`src/rtl/xray_line_reader.sv`:
```
// xray_line_reader: captures one ADC word per SENCLK period after each SENRST
// line start and streams index-tagged pixels out through a small FIFO.
module xray_line_reader #(
  parameter int PIXELS     = 64,
  parameter int DATA_W     = 12,
  parameter int SAMPLE_DLY = 4,
  parameter int FIFO_DEPTH = 8
) (
  input  logic                      clk,
  input  logic                      rst_n,
  input  logic                      senclk,
  input  logic                      senrst,
  input  logic [DATA_W-1:0]         adc_data,
  output logic [DATA_W-1:0]         pix_data,
  output logic [$clog2(PIXELS)-1:0] pix_idx,
  output logic                      pix_last,
  output logic                      pix_valid,
  input  logic                      pix_ready,
  output logic                      line_done,
  output logic                      line_err,
  output logic                      ovf
);
  localparam int IW = $clog2(PIXELS);
  localparam int AW = $clog2(FIFO_DEPTH);
  localparam int EW = DATA_W + IW + 1;
  localparam logic [3:0] DLY0 = 4'(SAMPLE_DLY == 0 ? 0 : SAMPLE_DLY - 1);

  typedef enum logic [1:0] {IDLE, ARMED, DELAY, CAPTURE} state_t;

  state_t        state;
  logic [2:0]    clk_sr, rst_sr;
  logic [IW-1:0] cnt;
  logic [3:0]    dly;
  logic [EW-1:0] mem [FIFO_DEPTH];
  logic [AW:0]   wp, rp;
  logic          clk_edge, rst_edge, last, empty, full, rd, cap, wr;

  // [0],[1] synchronize, [2] holds the previous synchronized level
  assign clk_edge = clk_sr[1] & ~clk_sr[2];
  assign rst_edge = rst_sr[1] & ~rst_sr[2];

  always_ff @(posedge clk or negedge rst_n)
    if (!rst_n) begin
      clk_sr <= '0;
      rst_sr <= '0;
    end else begin
      clk_sr <= {clk_sr[1:0], senclk};
      rst_sr <= {rst_sr[1:0], senrst};
    end

  assign last      = cnt == IW'(PIXELS - 1);
  assign cap       = state == CAPTURE && !rst_edge;
  assign rd        = pix_valid && pix_ready;
  assign wr        = cap && (!full || rd);
  assign line_done = cap && last;

  always_ff @(posedge clk or negedge rst_n)
    if (!rst_n) begin
      state    <= IDLE;
      cnt      <= '0;
      dly      <= '0;
      line_err <= 1'b0;
      ovf      <= 1'b0;
    end else begin
      line_err <= rst_edge && state != IDLE;
      if (rst_edge) begin
        state <= ARMED;
        cnt   <= '0;
        ovf   <= 1'b0;
      end else begin
        case (state)
          ARMED: if (clk_edge) begin
            state <= SAMPLE_DLY == 0 ? CAPTURE : DELAY;
            dly   <= DLY0;
          end
          DELAY: begin
            state <= dly == 4'd0 ? CAPTURE : DELAY;
            dly   <= dly - 4'd1;
          end
          CAPTURE: begin
            if (!wr) ovf <= 1'b1;
            state <= last ? IDLE : ARMED;
            cnt   <= last ? '0 : cnt + 1'b1;
          end
          default: state <= IDLE;
        endcase
      end
    end

  // Extra pointer bit distinguishes full from empty
  assign empty     = wp == rp;
  assign full      = wp == {~rp[AW], rp[AW-1:0]};
  assign pix_valid = !empty;
  assign {pix_data, pix_idx, pix_last} = pix_valid ? mem[rp[AW-1:0]] : '0;

  always_ff @(posedge clk or negedge rst_n)
    if (!rst_n) begin
      wp <= '0;
      rp <= '0;
    end else begin
      if (wr) wp <= wp + 1'b1;
      if (rd) rp <= rp + 1'b1;
    end

  always_ff @(posedge clk)
    if (wr) mem[wp[AW-1:0]] <= {adc_data, cnt, last};
endmodule
```
`config.mk`:
```
export PLATFORM = sky130hd
export DESIGN_NAME = xray_line_reader
export DESIGN_NICKNAME = d
export VERILOG_FILES = /design/src/rtl/xray_line_reader.sv
export SDC_FILE = /design/constraint.sdc
export NUM_CORES = 1
export LEC_CHECK = 0
export CAP_MARGIN = 20
export CELL_PAD_IN_SITES_DETAIL_PLACEMENT = 0
export CELL_PAD_IN_SITES_GLOBAL_PLACEMENT = 2
export CORE_MARGIN = 5
export CORE_UTILIZATION = 46
export DETAILED_ROUTE_END_ITERATION = 6
export GPL_TIMING_DRIVEN = 0
export PLACE_DENSITY_LB_ADDON = 0.1
export SLEW_MARGIN = 10
export SYNTH_ARGS = -nofsm -noshare
export SYNTH_HDL_FRONTEND = slang
export SYNTH_SLANG_ARGS = --single-unit
```
`constraint.sdc`:
```
create_clock -name clk -period 4.7 [get_ports clk]
set_clock_uncertainty 0.15 [all_clocks]
set_input_delay 0.94 -clock clk [delete_from_list [all_inputs] [get_ports clk]]
set_output_delay 0.94 -clock clk [all_outputs]
set_load 0.1 [all_outputs]
```
==> flow_summary.yaml, run 1 <==
yosys:
  synthesis.area_mm2: 0.00722
  yosysWarnings: 0
  synth_edf_count: 152
  synthFlopType: "edfxtp_1"
  async_flop_share_pct: 15.6
  netlist_instances: 385
  syn_nets: 411
  ys_seq_area_share_pct: 73.0
  synth.avg_cell_area_um2: 18.7
  ys_types: 44
  ys_ff_latch: 180
route:
  routed_wirelength_um: 14100
  detail-route-antenna-nets: 0
  drt-pass1-iter-count: 4
  via_per_inst: 5.39
  wl_per_cell_um: 20.8
  drt_iter0_markers: 392
  drc: 0
  via_count: 3652
cts:
  cts_hold_buf: 0
  cts_tree: "yes"
  insertion_delay_ns: 0.43
  cts_setup_buffers: 0
  cts_buffers: 17
  clk_pin_slew_ns: 0.07
  cts_sinks: 180
  clockBufferDepth: 2
  htree_levels: 4
  cts_resized: 0
  cts_root_buf: "clkbuf_16"
place:
  portBuffers: 39
  gp_congestion: 0.750
  dpl.hpwl_um: 8960
  post_dp_cell_area_mm2: 0.00802
worst_setup_path:
  worstPathArrival_ns: 3.38
  worstSetupPathType: "reg -> out"
  path_max_fanout: 10
  required_ns: 3.61
  cp-start-kind: "register"
  end_kind: "primary output"
sta:
  fmax_mhz: 224
  setup_tns_ns: 0
  hold_ws_ns: 0.201
  worst_slew_pin_slew_ns: 0.979
  grt_setup_unrepaired: "no"
  fin_crit_ns: 4.47
  hold_violations: 0
  slew_headroom_pct: 34.6
  fin_crit_sh_pct: 95.0
  setup-violations-final: 0
  slew_viol_final: 0
die:
  die_h_um: 135
  start_util_pct: 47.1
  dieArea_mm2: 0.0183
  die_width_um: 135
  fp.coreArea_mm2: 0.0153
  rows: 45
  top_level_ports: 40
job:
  maxCapViolCount: 0
global_route:
  grt_first_pass_wirelength_um: 22400
  overflow: 0
  grt_max_degree: 29
  grt_usage_pct: 16.8
  antenna_found_initial: 0
  grt_pass1_vias: 3852
min_path:
  worstHoldPathType: "reg -> reg"
layout:
  drive_gt1_share_pct: 22.3
  fin_util_pct: 56.2
  diodes: 0
  fillers: 1213
  fin_area_mm2: 0.00861
  nets: 480
  regArea_mm2: 0.00527
  multiInputGateArea_mm2: 0.00187
  syn_to_final_growth_pct: 19.3
run_status:
  status: "completed"
[kinds of logic after synthesis]
kind of cell,Yosys count,synth area share [%]
compound gates,27,2.72
mux,59,14.8
flops,180,73.0
fa+ha+maj,9,1.56
simple gates,72,4.91
buf+inv,27,1.70
xor+xnor,11,1.34
[layer usage]
layer | part of all wire (%) | GRT usage [%]
met1 | 46 | 23.2
met2 | 49 | 27.0
met3 | 3.5 | 3.34
met5 | 0 | 0
met4 | 1.5 | 5.71
[final timing paths]
path | end | depth (start not counted) | startpoint | slack [ns]
setup / recovery | pix_idx[3] | 6 | rp[1]$_DFFE_PN0P_ | 0.23
hold / removal | rst_sr[1]$_DFF_PN0_ | 0 | rst_sr[0]$_DFF_PN0_ | 0.20
setup reg to reg | mem[4][15]$_DFFE_PP_ | 7 | state[0]$_DFFE_PN0P_ | 1.58
hold reg to reg | rst_sr[1]$_DFF_PN0_ | 0 | rst_sr[0]$_DFF_PN0_ | 0.20
max in group asynchronous | rp[2]$_DFFE_PN0P_ | 1 | rst_n | 3.58
min in group asynchronous | dly[1]$_DFFE_PN0P_ | 1 | rst_n | 0.39
[flip-flops by register name (all words and copies together), names as in the netlist]
name and cells:
line_err 1, clk_sr 3, ovf 1, cnt 6
mem 152, dly 4, state 2, rp 4
wp 4, rst_sr 3
[Yosys cell counts (8+ instances only)]
cell	n	area share, %
dfrtp_1	28	9.7
nand2_1	9	0.47
mux2i_1	19	2.6
edfxtp_1	152	63
inv_1	8	0.42
ha_1	9	1.6
mux4_2	38	12
a21oi_1	9	0.62
nor2_1	31	1.6
[worst max-delay path, stage by stage, from the launching register on]
cell and delay, ns:
dfrtp_1 0.35, buf_2 0.17, clkbuf_1 0.67, mux4_2 0.34
mux2i_1 0.11, nor2_1 0.15, clkdlybuf4s50_1 1.15
[per-stage QoR]
stage	worst slack, ns	instances
final	0.234	678
after global routing	0.0509	678
after floorplan	0.608	385
after global placement	-1.37	635
after CTS	0.161	678
after detailed placement	0.633	646
[cell usage in the layout, fill, tap and decap left out, types with 2 or more instances in the layout]
cell type,count
a21oi_1,9
clkbuf_16,17
inv_6,6
a211o_1,2
clkbuf_1,7
nor2_4,2
clkinvlp_4,4
o211ai_1,2
mux2i_1,19
bufinv_16,2
ha_1,9
buf_4,8
nor3_2,4
nor2_1,29
buf_2,5
clkdlybuf4s50_1,38
buf_1,2
o31ai_1,2
nand3_1,4
nand2_1,9
nand4_1,2
inv_1,8
xnor2_1,7
edfxtp_1,152
mux2_1,2
buf_6,7
clkinv_4,3
nor2b_1,2
o21ai_1,3
xor2_1,4
a22o_1,2
dfrtp_1,28
nor3_1,3
nand2b_1,7
mux4_2,38
and3_1,2
[cell type report]
cell class,instances,area share (%)
clock inverters,15,1.96
inverters,9,0.392
plain buffers,18,1.03
repair buffers,50,5.74
flip-flops and latches,180,61.2
well taps,211,3.07
multi-input cells,178,21.7
clock buffers,17,4.94
Power of run 1 is left out: the tool's default activity adds up to more than one toggle a clock period on the data nets, which glitch-free logic cannot reach.
==> inputs of run 2 (changes only) <==
--- a/config.mk
+++ b/config.mk
@@ -5,11 +5,10 @@
 export SDC_FILE = /design/constraint.sdc
 export NUM_CORES = 1
 export LEC_CHECK = 0
-export CAP_MARGIN = 20
 export CELL_PAD_IN_SITES_DETAIL_PLACEMENT = 0
 export CELL_PAD_IN_SITES_GLOBAL_PLACEMENT = 2
 export CORE_MARGIN = 5
-export CORE_UTILIZATION = 46
+export CORE_UTILIZATION = 45
 export DETAILED_ROUTE_END_ITERATION = 6
 export GPL_TIMING_DRIVEN = 0
 export PLACE_DENSITY_LB_ADDON = 0.1
==> run 2 against run 1 <==
Core utilization shrank 1.9 points; die area grew 2.1%; final cell count is 1.2% higher; clock-buffer cell count grew 2; critical path type unchanged; global-route usage down 0.060 points; non-clock buffer count is 3 higher; flip-flop and latch count unchanged; critical path depth unchanged; fmax down 0.55%; register-to-register slack improved by 0.14 ns; first-iteration DRC count decreased by 44%; worst setup slack lost 0.025 ns.
==> flow_summary.yaml, run 2 (synthesized netlist as in run 1, its figures left out) <==
worst_setup_path:
  cp-start-kind: "register"
  end_kind: "primary output"
  required_ns: 3.61
  path_max_fanout: 10
  crit_chain: "buf_2 -> clkbuf_1 -> mux4_2 -> mux2i_1 -> nor2_1 -> clkdlybuf4s50_1"
  r2r_start: "state[0]$_DFFE_PN0P_"
  r2r-end: "mem[4][7]$_DFFE_PP_"
  worstPathArrival_ns: 3.40
  critPathMaxStageDelay_ns: 1.16
  r2r_setup_slack_ns: 1.72
  rr_worst_depth: 7
  cp_num_buf_inv: 3
  cp_top_family: "buffers and inverters"
  cp_slowest_cell: "clkdlybuf4s50_1"
  worstSetupPathType: "reg -> out"
layout:
  nets: 483
  drive_gt1_share_pct: 22.3
  largest_register_ffs: 152
  fillers: 1261
  syn_to_final_growth_pct: 19.1
  final_cell_mix: "152 x edfxtp_1, 38 x mux4_2, 38 x clkdlybuf4s50_1"
  final_common_cell: "edfxtp_1"
  fin_area_mm2: 0.00860
  diodes: 0
min_path:
  hp-start: "clk_sr[0]$_DFF_PN0_"
  holdPathEnd: "clk_sr[1]$_DFF_PN0_"
  holdPathStages: 0
  worstHoldPathType: "reg -> reg"
die:
  dieArea_mm2: 0.0187
  top_level_ports: 40
  rows: 46
  start_util_pct: 45.6
  die_width_um: 137
  fp.coreArea_mm2: 0.0158
  die_h_um: 137
global_route:
  grt_first_pass_wirelength_um: 22300
  grt_pass1_vias: 3826
  grtUsageMet2_pct: 27.1
  grt_usage_pct: 16.8
  use_met3_pct: 3.27
  grt_use_met1_pct: 22.9
  antenna_found_initial: 0
  overflow: 0
  top_usage_layer: "met2"
  grt_max_degree: 29
sta:
  setup-violations-final: 0
  fin_crit_sh_pct: 95.5
  hold_ws_ns: 0.201
  worst_slew_pin_slew_ns: 0.982
  fmax_mhz: 223
  slew_viol_final: 0
  grt_setup_unrepaired: "no"
  slew_headroom_pct: 34.3
  hold_violations: 0
  setup_tns_ns: 0
  fin_crit_ns: 4.49
place:
  gp_congestion: 0.736
  post_dp_cell_area_mm2: 0.00804
  dpl.hpwl_um: 9120
  portBuffers: 39
route:
  via_count: 3688
  drt_iter0_markers: 221
  routed_wirelength_um: 14400
  detail-route-antenna-nets: 0
  drc: 0
  via_per_inst: 5.38
  drt-pass1-iter-count: 4
  wl_per_cell_um: 20.9
cts:
  insertion_delay_ns: 0.42
  cts_resized: 0
  cts_buffers: 17
  htree_levels: 4
  cts_setup_buffers: 0
  clockBufferDepth: 2
  cts_root_buf: "clkbuf_16"
  clk_pin_slew_ns: 0.07
  cts_hold_buf: 0
  cts_tree: "yes"
  cts_sinks: 180
run_status:
  status: "completed"
job:
  maxCapViolCount: 0
## run 2: metrics by stage
stage	setup WS [ns]	util [%]	std cells
final	0.209	54.3	686
after floorplan	0.608	-	385
after global placement	-1.77	49.8	640
after detailed placement	0.637	50.8	654
after CTS	0.169	54.3	686
after global routing	0.0485	54.3	686
## run 2: final cells by class
type / instances / area (um2) / area share [%]
Buffer: 18 / 88.8 / 1.03
Clock buffer: 19 / 433 / 5.04
Clock inverter: 13 / 124 / 1.44
Inverter: 9 / 33.8 / 0.393
Multi-Input combinational cell: 178 / 1870 / 21.7
Sequential cell: 180 / 5270 / 61.2
Tap cell: 216 / 270 / 3.14
Timing Repair Buffer: 53 / 513 / 5.97
## run 2: how the worst max path moves through the flow
stage / startpoint / to / slack, ns / cells after the start
CTS: rp[1]$_DFFE_PN0P_ / pix_idx[3] / 0.17 / 6
floorplan: cnt[0]$_DFFE_PN0P_ / line_done / 0.61 / 3
global placement: pix_ready / mem[0][11]$_DFFE_PP_ / -1.77 / 4
global route: rp[1]$_DFFE_PN0P_ / pix_idx[4] / 0.05 / 6
finish: rp[1]$_DFFE_PN0P_ / pix_idx[3] / 0.21 / 6
detailed placement: rp[1]$_DFFE_PN0P_ / pix_idx[3] / 0.64 / 6
## run 2: per-layer routing
metal | vias up | share of wire, %
met2 | 87 | 50
met5 | - | 0
met3 | 17 | 5.1
li1 | 1669 | -
met1 | 1915 | 43
met4 | 0 | 1.5
Power of run 2 is left out for the same reason.
==> inputs of run 3 (changes only) <==
--- a/config.mk
+++ b/config.mk
@@ -11,6 +11,7 @@
 export CORE_UTILIZATION = 45
 export DETAILED_ROUTE_END_ITERATION = 6
 export GPL_TIMING_DRIVEN = 0
+export HOLD_SLACK_MARGIN = 0.1
 export PLACE_DENSITY_LB_ADDON = 0.1
 export SLEW_MARGIN = 10
 export SYNTH_ARGS = -nofsm -noshare
==> results of run 3 <==
Same layout as run 2: the final DEF is identical, and so are final timing and power.
Power of run 3 is left out for the same reason.
